### config.mk
export PLATFORM = sky130hd
export DESIGN_NAME = acc_responder
export DESIGN_NICKNAME = d
export VERILOG_FILES = /design/src/rtl/acc_responder.sv
export SDC_FILE = /design/constraint.sdc
export NUM_CORES = 1
export LEC_CHECK = 0
export CAP_MARGIN = 10
export CORE_ASPECT_RATIO = 2
export CORE_MARGIN = 8
export CORE_UTILIZATION = 40
export CTS_BUF_LIST = sky130_fd_sc_hd__clkbuf_8
export CTS_CLUSTER_DIAMETER = 120
export DETAILED_ROUTE_END_ITERATION = 16
export GPL_TIMING_DRIVEN = 1
export PLACE_DENSITY = 0.7
export SYNTH_ARGS = -nofsm -noshare
export SYNTH_HDL_FRONTEND = slang
export SYNTH_SLANG_ARGS = --single-unit
### constraint.sdc
create_clock -name clk_i -period 3.99 [get_ports clk_i]
set_clock_uncertainty 0.15 [all_clocks]
set_input_delay 0.399 -clock clk_i [delete_from_list [all_inputs] [get_ports clk_i]]
set_output_delay 0.399 -clock clk_i [all_outputs]
set_load 0.01 [all_outputs]
### src/rtl/acc_responder.sv
// Accelerator endpoint: accepts id-tagged integer ops on the q-channel, runs them through a
// fixed-latency pipeline and returns results in order through a response FIFO on the p-channel.
module acc_responder #(
    parameter int DataWidth = 32,
    parameter int AddrWidth = 4,
    parameter int IdWidth   = 4,
    parameter int Latency   = 2,
    parameter int FifoDepth = 4
) (
    input  logic                 clk_i,
    input  logic                 rst_ni,
    input  logic [AddrWidth-1:0] q_addr_i,
    input  logic [IdWidth-1:0]   q_id_i,
    input  logic [31:0]          q_data_op_i,
    input  logic [DataWidth-1:0] q_data_arga_i,
    input  logic [DataWidth-1:0] q_data_argb_i,
    input  logic [DataWidth-1:0] q_data_argc_i,
    input  logic                 q_valid_i,
    output logic                 q_ready_o,
    output logic [DataWidth-1:0] p_data0_o,
    output logic [DataWidth-1:0] p_data1_o,
    output logic                 p_dual_writeback_o,
    output logic [IdWidth-1:0]   p_id_o,
    output logic [4:0]           p_rd_o,
    output logic                 p_error_o,
    output logic                 p_valid_o,
    input  logic                 p_ready_i
);

    localparam int PtrWidth = $clog2(FifoDepth);
    localparam int CntWidth = PtrWidth + 1;

    typedef enum logic [2:0] {
        OP_ADD  = 3'd0,
        OP_SUB  = 3'd1,
        OP_XOR  = 3'd2,
        OP_AND  = 3'd3,
        OP_OR   = 3'd4,
        OP_DUAL = 3'd5,
        OP_ADD3 = 3'd6,
        OP_ILL  = 3'd7
    } op_e;

    typedef struct packed {
        logic [IdWidth-1:0]   id;
        logic [4:0]           rd;
        logic [DataWidth-1:0] data0;
        logic [DataWidth-1:0] data1;
        logic                 dual;
        logic                 error;
    } resp_t;

    // Address and the opcode/upper instruction bits carry routing or decode info not used here.
    logic unused_inputs;
    assign unused_inputs = ^{q_addr_i, q_data_op_i[31:15], q_data_op_i[6:0]};

    op_e   op;
    resp_t req_resp;
    logic  accept;
    logic  pop;

    assign accept = q_valid_i && q_ready_o;
    assign pop    = p_valid_o && p_ready_i;

    // NOTE: every field gets a default before the case so no path leaves a latch behind.
    always_comb begin
        op             = op_e'(q_data_op_i[14:12]);
        req_resp       = '0;
        req_resp.id    = q_id_i;
        req_resp.rd    = q_data_op_i[11:7];
        case (op)
            OP_ADD:  req_resp.data0 = q_data_arga_i + q_data_argb_i;
            OP_SUB:  req_resp.data0 = q_data_arga_i - q_data_argb_i;
            OP_XOR:  req_resp.data0 = q_data_arga_i ^ q_data_argb_i;
            OP_AND:  req_resp.data0 = q_data_arga_i & q_data_argb_i;
            OP_OR:   req_resp.data0 = q_data_arga_i | q_data_argb_i;
            OP_DUAL: begin
                req_resp.data0 = q_data_arga_i + q_data_argb_i;
                req_resp.data1 = q_data_arga_i - q_data_argb_i;
                req_resp.dual  = 1'b1;
            end
            OP_ADD3: req_resp.data0 = q_data_arga_i + q_data_argb_i + q_data_argc_i;
            default: req_resp.error = 1'b1;
        endcase
    end

    // The FIFO write itself is the last pipeline stage, so Latency-1 explicit registers precede it.
    resp_t wr_data;
    logic  wr_en;

    generate
        if (Latency == 1) begin : g_direct
            assign wr_data = req_resp;
            assign wr_en   = accept;
        end else begin : g_pipe
            resp_t             stage_q [Latency-1];
            logic [Latency-2:0] stage_vld_q;

            always_ff @(posedge clk_i or negedge rst_ni) begin
                if (!rst_ni) begin
                    stage_vld_q <= '0;
                    for (int i = 0; i < Latency - 1; i++) stage_q[i] <= '0;
                end else begin
                    stage_vld_q[0] <= accept;
                    stage_q[0]     <= req_resp;
                    for (int i = 1; i < Latency - 1; i++) begin
                        stage_vld_q[i] <= stage_vld_q[i-1];
                        stage_q[i]     <= stage_q[i-1];
                    end
                end
            end

            assign wr_data = stage_q[Latency-2];
            assign wr_en   = stage_vld_q[Latency-2];
        end
    endgenerate

    resp_t             mem_q [FifoDepth];
    logic [PtrWidth:0] wr_ptr_q;
    logic [PtrWidth:0] rd_ptr_q;
    logic [CntWidth-1:0] outstanding_q;

    // NOTE: the storage is reset too, so the p-channel data outputs read 0 straight after reset.
    always_ff @(posedge clk_i or negedge rst_ni) begin
        if (!rst_ni) begin
            wr_ptr_q <= '0;
            rd_ptr_q <= '0;
            for (int i = 0; i < FifoDepth; i++) mem_q[i] <= '0;
        end else begin
            if (wr_en) begin
                mem_q[wr_ptr_q[PtrWidth-1:0]] <= wr_data;
                wr_ptr_q <= wr_ptr_q + (PtrWidth + 1)'(1);
            end
            if (pop) rd_ptr_q <= rd_ptr_q + (PtrWidth + 1)'(1);
        end
    end

    // Counting pipeline and FIFO occupancy together guarantees every FIFO write has a free slot.
    always_ff @(posedge clk_i or negedge rst_ni) begin
        if (!rst_ni) begin
            outstanding_q <= '0;
        end else begin
            case ({accept, pop})
                2'b10:   outstanding_q <= outstanding_q + CntWidth'(1);
                2'b01:   outstanding_q <= outstanding_q - CntWidth'(1);
                default: outstanding_q <= outstanding_q;
            endcase
        end
    end

    assign q_ready_o = outstanding_q < CntWidth'(FifoDepth);
    assign p_valid_o = wr_ptr_q != rd_ptr_q;

    resp_t head;
    assign head               = mem_q[rd_ptr_q[PtrWidth-1:0]];
    assign p_data0_o          = head.data0;
    assign p_data1_o          = head.data1;
    assign p_dual_writeback_o = head.dual;
    assign p_id_o             = head.id;
    assign p_rd_o             = head.rd;
    assign p_error_o          = head.error;

endmodule

==> flow_summary.toml, run 1 <==
[die]
start_util_pct = 40.2
core_um2 = 56800
ios = 217
dieWidth_um = 185
rows = 124
dieArea_um2 = 65500
die_h_um = 354

[logic_synthesis]
synth_common_cells = "385 x dfrtp_1, 301 x mux2_2, 146 x nor2_1"
seq_area_frac_synth_pct = 42.2
ys.flop_type = "dfrtp_1"
yosysMostFrequentCell = "dfrtp_1"
synth_warnings = 0
syn_nets = 2281
ys_ff_latch = 385
synth_area_leaders = "dfrtp_1 42%, mux2_2 15%, ha_1 7.4%"
synth-async-reset-ratio_pct = 100
synth_area_um2 = 22800
syn_inst = 2001
synth_top_area_cell = "dfrtp_1"
synth_top_area_share_pct = 42.2
synth-edff-count = 0
synth_cell_types = 94
avgSynthCellArea_um2 = 11.4

[hold_path]
hp-class = "in2reg"

[finish]
final_core_util_pct = 54.1
fin_nets = 2816
areaGrowthSynthToFinish_pct = 34.5
drive_gt1_share_pct = 41.2
fin_area_um2 = 30700
final.fill_count = 4903
layoutNonFillerInstCount = 3335

[placed_design]
place_congestion = 0.965
dp.final_hpwl_um = 53900
post_dp_cell_area_um2 = 28200
place_ws_ps = -1090
port_buffers = 188
place_inst = 3198

[timing]
period_needed_ps = 3930
finalHoldViolCount = 0
finalCritPeriodShare_pct = 98.5
hold_slack_ps = 54.0
rsz0062_at_grt = "yes"
max_slew_margin_pct = 39.3
tightest_slew_ps = 910
finalSetupTns_ps = 0
setup_viol = 0
slew_viol_final = 0
max_freq_ghz = 0.254
worst_slack_ps = 60.3

[clock_tree]
cts_root_buffer = "clkbuf_8"
cts_buffers = 58
clock_sinks = 385
clk_pin_slew_worst_paths_ps = 70
clockBufferDepth = 3
cts_tree = "done"
clk_latency_ps = 650
cts-htree-levels = 2

[pwr]
switchingPower_mw = 3.31
p_int_mw = 7.35
switching_share_pct = 31.0
p_leak_nw = 14.9
power_frac_seq_pct = 38.4
power_mw = 10.7
clockPowerShare_pct = 32.2
vdd_drop_max_uv = 272
p_comb_share_pct = 29.5
power.density_nw_per_um2 = 347

[critical_path]
crit_path_end_kind = "flop"
start_kind = "input port"
path_cells = "buf_8 -> ha_4 -> fa_2 -> a21oi_4 -> o221ai_4 -> o21a_1 -> a21oi_2 -> o21ai_1 -> xnor2_1 -> inv_1 -> ha_4 -> and3_4 -> nand3_2 -> a311o_2 -> a31o_4 -> nand2_1 -> xor2_1 -> a221oi_2 -> o31ai_2"
worst-path-buf-inv = 2
crit_family = "compound AO/OA/AOI/OAI gates"
critical_path_required_ps = 4330
path_max_fanout = 4
crit_slowest_cell = "fa_2"
critical_path_arrival_ps = 4270
criticalPathCategory = "in2reg"
reg2reg_slack_ps = 1450
cpMostUsedCell = "ha_4"
max_stage_delay_ps = 440

[route]
vias = 18300
vias_per_cell = 5.47
antenna_left = 0
drc = 0
dr.pass1.iters = 5
wl_per_cell_um = 21.9
routed_wl_um = 73000
drtIter0Drc = 1142

[global_routing]
grt_usage_pct = 21.9
grt.overflow.total = 0
grt_max_degree = 116
grt_pass1_vias = 18900
grt_pass1_wl_um = 111000
antenna_found_initial = 1

[run]
drv_cap = 0

[run_status]
status = "finished clean"
==> power groups by stage <==
stage | Combinational, mW | Sequential [mW] | Clock, mW
floorplan | 1.38 | 4.11 | 0
global placement | 2.73 | 4.16 | 0
detailed placement | 2.73 | 4.16 | 0
CTS | 2.91 | 4.09 | 3.52
global route | 3.35 | 4.10 | 3.70
finish | 3.14 | 4.09 | 3.43
==> final timing paths <==
check,endpoint,cells after the start,from
setup / recovery,g_pipe.stage_q[54],19,q_data_argb_i[0]
hold / removal,g_pipe.stage_q[66],1,q_data_op_i[7]
hold reg to reg,outstanding_q[0],1,outstanding_q[0]
setup reg to reg,outstanding_q[2],9,rd_ptr_q[1]
min in group asynchronous,mem_q[143],2,rst_ni
max in group asynchronous,mem_q[10],3,rst_ni
==> cell usage in the layout (no fill, tap or decap), types with 10 or more instances in the layout <==
master           count
nor3_1              20
nor2b_1             12
buf_4              377
inv_1              107
nand2_1             90
o22ai_1             12
dlymetal6s2s_1      30
a21oi_1             74
inv_2               21
o211ai_1            13
buf_6               10
xor2_1              21
nor2_1             145
ha_4                28
ha_1                96
xnor2_2             11
a21o_1              24
xnor2_1             52
o21ai_0             54
a21oi_4             10
mux2i_1             16
nand3_1             15
o31ai_1             11
o21a_1              10
mux2_2             301
o21ai_1             11
mux4_2              75
dfrtp_1            383
clkdlybuf4s50_1    144
a22oi_1             19
ha_2                12
clkbuf_8            77
a211oi_1            11
a21oi_2             26
o21bai_1            21
==> registers in the layout, summed over array words and instances, names as in the netlist <==
register	cells
outstanding_q	3
mem_q	300
g_pipe.stage_q	75
g_pipe.stage_vld_q	1
wr_ptr_q	3
rd_ptr_q	3
==> cells by family after synthesis <==
kind of cell / synth area share, %
compound gates: 12.7
mux: 22.9
buf+inv: 3.98
flops: 42.2
fa+ha+maj: 7.80
simple gates: 6.99
xor+xnor: 3.40
==> layout make-up <==
cell class | instances | area (µm²) | area share (%)
Antenna cell | 2 | 5.00 | 0.0163
Sequential cell | 385 | 9640 | 31.4
Inverter | 120 | 453 | 1.47
Clock buffer | 77 | 1060 | 3.45
Clock inverter | 24 | 185 | 0.602
Multi-Input combinational cell | 1387 | 13400 | 43.6
Tap cell | 756 | 946 | 3.08
Timing Repair Buffer | 584 | 5040 | 16.4
==> repair_timing <==
item / 4_1_cts / 5_1_grt
endpoints found under the setup margin: 17 / 17
gates resized for setup: 97 / 157
pin swaps: 51 / 70
hold buffers: 4 / 0
setup buffers: 11 / 19
endpoints found under the hold margin: 110 / 0
==> routing by layer <==
layer  vias up  share of wire (%)  global-route usage (%)
li1       8319                  -                       -
met1      9177                 42                    28.7
met2       603                 48                    36.3
met3       158                5.5                    2.86
met4         0                4.1                    8.37
met5         -                  0                       0
Power figures use the tool's default switching activity.
==> run 2: changes to the inputs <==
--- a/config.mk
+++ b/config.mk
@@ -14,6 +14,7 @@
 export DETAILED_ROUTE_END_ITERATION = 16
 export GPL_TIMING_DRIVEN = 1
 export PLACE_DENSITY = 0.7
+export SETUP_SLACK_MARGIN = 0.15
 export SYNTH_ARGS = -nofsm -noshare
 export SYNTH_HDL_FRONTEND = slang
 export SYNTH_SLANG_ARGS = --single-unit
==> run 2 against run 1 <==
Sequential share of layout area decreased by 0.075 points. Final cell count rose by 0.18%. Total power up 0.25%. Sequential cell count is the same. Highest routed layer is now met5. Sequential power about the same. Worst hold slack worse by 4.9 ps. Global-route usage increased by 0.092 points. Core utilization grew 0.13 points. Worst setup slack worse by 15 ps. Largest power group unchanged. Combinational power up 2%.
==> flow_summary.toml, run 2 (synthesis gave the netlist of run 1 again) <==
[run_status]
status = "finished clean"

[pwr]
p_int_mw = 7.37
power_frac_seq_pct = 38.3
vdd_drop_max_uv = 306
switchingPower_mw = 3.32
power.density_nw_per_um2 = 347
p_comb_share_pct = 29.9
switching_share_pct = 31.1
p_leak_nw = 14.8
clockPowerShare_pct = 31.8
power_mw = 10.7

[timing]
max_freq_ghz = 0.253
period_needed_ps = 3940
worst_slack_ps = 45.1
rsz0062_at_grt = "yes"
slew_viol_final = 0
setup_viol = 0
finalSetupTns_ps = 0
tightest_slew_ps = 1150
finalHoldViolCount = 0
max_slew_margin_pct = 22.8
finalCritPeriodShare_pct = 98.9

[critical_path]
criticalPathCategory = "in2reg"
worst-path-buf-inv = 3
critPathLaunch = "q_data_argb_i[0]"
r2r_start = "rd_ptr_q[1]"
critical_path_arrival_ps = 4310
start_kind = "input port"
path_max_fanout = 4
max_stage_delay_ps = 390
crit_slowest_cell = "fa_2"
crit_family = "compound AO/OA/AOI/OAI gates"
path_cells = "buf_8 -> ha_4 -> fa_2 -> a21oi_4 -> o221ai_4 -> buf_6 -> o21a_4 -> a21oi_4 -> nand2b_1 -> a21oi_2 -> xnor2_2 -> ha_4 -> nor2b_1 -> o21ai_1 -> a21oi_1 -> nor2_2 -> buf_4 -> a211oi_4 -> nor4b_2 -> nor3_2 -> xor2_1 -> a211o_1"
crit_path_end_kind = "flop"
critical_path_required_ps = 4360

[route]
drtIter0Drc = 1215
antenna_left = 0
vias_per_cell = 5.49
drc = 0
routed_wl_um = 73000
dr.pass1.iters = 6
wl_per_cell_um = 21.8
vias = 18300

[clock_tree]
clk_pin_slew_worst_paths_ps = 70
clock_sinks = 385
cts_tree = "done"
cts_buffers = 56
clk_latency_ps = 640
cts_root_buffer = "clkbuf_8"
cts-htree-levels = 2
clockBufferDepth = 3

[hold_path]
hp-class = "in2reg"
min_from = "q_data_op_i[9]"

[finish]
largest_reg_flops = 300
areaGrowthSynthToFinish_pct = 34.8
regMostFlops = "mem_q"
top_regs = "mem_q (300), g_pipe.stage_q (75)"
fin_area_um2 = 30800
drive_gt1_share_pct = 41.9
final_common_cell = "buf_4"
fin_nets = 2821
final_cell_mix = "384 x buf_4, 383 x dfrtp_1, 301 x mux2_2"

[global_routing]
grt_max_degree = 111
grt_pass1_vias = 19300
antenna_found_initial = 2
grt_usage_pct = 22.0
grt.overflow.total = 0
grt_pass1_wl_um = 112000

[placed_design]
dp.final_hpwl_um = 53300
port_buffers = 188
place_ws_ps = -1060
post_dp_cell_area_um2 = 28200
place_congestion = 0.977

[die]
ios = 217
core_um2 = 56800
start_util_pct = 40.2
dieWidth_um = 185
rows = 124
dieArea_um2 = 65500
die_h_um = 354

[run]
drv_cap = 0
## run 2: worst reg2reg max path, cell delays in order (launching register included)
cell and delay, ps:
dfrtp_4 1070, xnor2_1 140, nand3_1 150, and2_1 260
ha_1 220, inv_1 60, fa_1 380, xor2_1 150
nor2_1 120, xnor2_1 130
## run 2: area by class of cell
class | instances | area, µm²
multi-input cells | 1387 | 13500
fillers | 4852 | 26000
diodes | 1 | 2.50
inverters | 120 | 453
clock inverters | 29 | 236
well taps | 756 | 946
clock buffers | 72 | 991
repair buffers | 591 | 5020
flip-flops and latches | 385 | 9640
## run 2: timing repair
action                                  4_1_cts  5_1_grt
endpoints found under the setup margin       21       20
buffers inserted                             26       12
pin swaps                                    80       51
hold buffers                                  2        0
gates resized for setup                     180      106
gates cloned                                  0        0
endpoints found under the hold margin       103        0
## run 2: power by group through the flow
stage	Sequential, mW	Clock (mW)	Combinational, mW
final	4.09	3.40	3.20
after global routing	4.11	3.64	3.42
after CTS	4.09	3.49	2.95
after detailed placement	4.17	0	2.72
after global placement	4.16	0	2.71
after floorplan	4.11	0	1.38
## run 2: routing by layer
layer | global-route usage [%] | part of all wire [%] | vias up
met4 | 9.06 | 4.2 | 2
li1 | - | - | 8307
met5 | 0 | 0.012 | -
met3 | 2.89 | 5.8 | 168
met1 | 29.1 | 43 | 9196
met2 | 35.8 | 47 | 658
## run 2: worst paths after layout
path	end	slack, ps	cells past startpoint
worst max-delay path	g_pipe.stage_q[58]	50	22
worst min-delay path	g_pipe.stage_q[68]	50	1
worst max register to register	outstanding_q[2]	1080	9
worst min register to register	outstanding_q[0]	330	1
max in group asynchronous	g_pipe.stage_q[17]	2460	3
min in group asynchronous	g_pipe.stage_q[68]	260	2
## run 2: stage by stage
stage                     utilization (%)  std cells  hold WS, ps
after floorplan                         -       2001        -46.6
after global placement               49.7       3199          313
after detailed placement             49.7       3199          329
after CTS                            53.3       3328         1.93
after global routing                 54.3       3341         23.8
final                                54.3       3341         49.0
==> run 3: changes to the inputs <==
--- a/config.mk
+++ b/config.mk
@@ -10,10 +10,11 @@
 export CORE_MARGIN = 8
 export CORE_UTILIZATION = 40
 export CTS_BUF_LIST = sky130_fd_sc_hd__clkbuf_8
-export CTS_CLUSTER_DIAMETER = 120
+export CTS_CLUSTER_DIAMETER = 100
 export DETAILED_ROUTE_END_ITERATION = 16
 export GPL_TIMING_DRIVEN = 1
 export PLACE_DENSITY = 0.7
+export REMOVE_ABC_BUFFERS = 1
 export SETUP_SLACK_MARGIN = 0.15
 export SYNTH_ARGS = -nofsm -noshare
 export SYNTH_HDL_FRONTEND = slang
==> run 3 against run 2 <==
Sequential cell count stayed put. Worst hold slack better by 10 ps. Critical path depth is 3 higher. Via count is 1.2% lower. Clock power is 7.9% higher. Wire length is 5.4% lower. Non-clock buffer count is 25 lower.
==> flow_summary.toml, run 3 (synthesis gave the netlist of run 1 again) <==
[route]
routed_wl_um = 69000
drtIter0Drc = 1339
wl_met1_um = 30800
vias = 18100
drc = 0
route.met3.wl_um = 4550
topRoutingLayerUsed = "met4"
wl_met2_um = 31600
dr.pass1.iters = 5
antenna_left = 0
vias_per_cell = 5.45
wl_per_cell_um = 20.8

[clock_tree]
clockBufferDepth = 3
cts-htree-levels = 2
cts_buffers = 59
clk_latency_ps = 640
clock_sinks = 385
clk_pin_slew_worst_paths_ps = 60
cts_tree = "done"
cts_root_buffer = "clkbuf_8"

[pwr]
p_comb_share_pct = 28.3
switching_share_pct = 29.9
power.density_nw_per_um2 = 353
p_int_mw = 7.59
power_frac_seq_pct = 37.8
switchingPower_mw = 3.23
p_leak_nw = 14.7
vdd_drop_max_uv = 401
clockPowerShare_pct = 33.9

[finish]
drive_gt1_share_pct = 41.5
final_common_cell = "dfrtp_1"
areaGrowthSynthToFinish_pct = 34.0
top_regs = "mem_q (300), g_pipe.stage_q (75)"
largest_reg_flops = 300
regMostFlops = "mem_q"
final_core_util_pct = 53.9
fin_nets = 2799
final_cell_mix = "383 x dfrtp_1, 357 x buf_4, 301 x mux2_2"

[placed_design]
place_ws_ps = -1170
place_congestion = 0.980
dp.final_hpwl_um = 50500
port_buffers = 188

[die]
dieArea_um2 = 65500
start_util_pct = 40.2
dieWidth_um = 185
core_um2 = 56800
ios = 217
die_h_um = 354
rows = 124

[critical_path]
critical_path_arrival_ps = 4270
max_stage_delay_ps = 300
crit_path_end_kind = "flop"
path_max_fanout = 4
crit_slowest_cell = "ha_1"
critical_path_required_ps = 4350
criticalPathCategory = "in2reg"
start_kind = "input port"

[hold_path]
hp-class = "in2reg"

[run]
drv_cap = 0

[global_routing]
grt.overflow.total = 0
antenna_found_initial = 1
grt_pass1_vias = 18700
grt_usage_pct = 20.8
grt_max_degree = 110
grt_pass1_wl_um = 107000

[run_status]
status = "finished clean"

[timing]
tightest_slew_ps = 871
worst_slack_ps = 84.3
max_freq_ghz = 0.256
slew_viol_final = 0
setup_viol = 0
max_slew_margin_pct = 41.9
rsz0062_at_grt = "yes"
hold_slack_ps = 59.3
period_needed_ps = 3910
finalHoldViolCount = 0
finalCritPeriodShare_pct = 97.9
[run 3: worst max-delay path: cells and delay by family]
kind / cells / cell delay (ps)
AO/OA/AOI/OAI: 14 / 2150
buffers and inverters: 5 / 650
adder cells (fa/ha/maj): 2 / 470
XOR/XNOR: 2 / 330
AND/OR/NAND/NOR: 2 / 250
[run 3: final cells by class]
cell class / instances / area (µm²)
antenna: 2 / 5.00
clock buffer: 77 / 1060
clock inverter: 31 / 309
fill: 4916 / 26200
inverter: 120 / 457
multi-input combinational: 1387 / 13400
sequential: 385 / 9640
tap: 756 / 946
timing repair buffer: 566 / 4790
[run 3: power by group through the flow]
stage	Combinational [mW]	Clock, mW	Sequential, mW
4_1_cts	2.75	3.79	4.09
2_1_floorplan	1.30	0	4.11
5_1_grt	3.28	3.96	4.10
3_5_place_dp	2.59	0	4.15
3_3_place_gp	2.58	0	4.15
6_report	3.06	3.67	4.09
[run 3: timing repair]
action,4_1_cts,5_1_grt
hold buffers,1,0
buffers inserted,9,15
endpoints found under the setup margin,21,19
resized for setup,162,156
pin swaps,61,94
endpoints found under the hold margin,103,0
[run 3: worst paths after layout]
path,startpoint,slack (ps),cells past startpoint,endpoint
min in group asynchronous,rst_ni,270,2,mem_q[185]
worst min register to register,outstanding_q[0],330,1,outstanding_q[0]
worst min-delay path,q_data_op_i[11],60,1,g_pipe.stage_q[70]
worst max register to register,rd_ptr_q[0],1530,10,outstanding_q[2]
max in group asynchronous,rst_ni,2280,3,mem_q[69]
worst max-delay path,q_data_arga_i[0],80,25,g_pipe.stage_q[64]
[run 3: metal layers]
layer | GRT usage, % | vias up
met5 | 0 | -
met4 | 6.04 | 0
met3 | 3.15 | 127
met2 | 32.8 | 670
met1 | 29.1 | 9028
li1 | - | 8279
[run 3: stage by stage]
stage,std cells,total power [mW],TNS (ps),cell area [µm²]
2_1_floorplan,1892,5.42,-25290,22400
5_1_grt,3322,11.3,-37.7,30600
3_5_place_dp,3189,6.75,-21370,28000
4_1_cts,3307,10.6,0,30000
6_report,3324,10.8,0,30600
3_3_place_gp,3189,6.74,-20400,28000
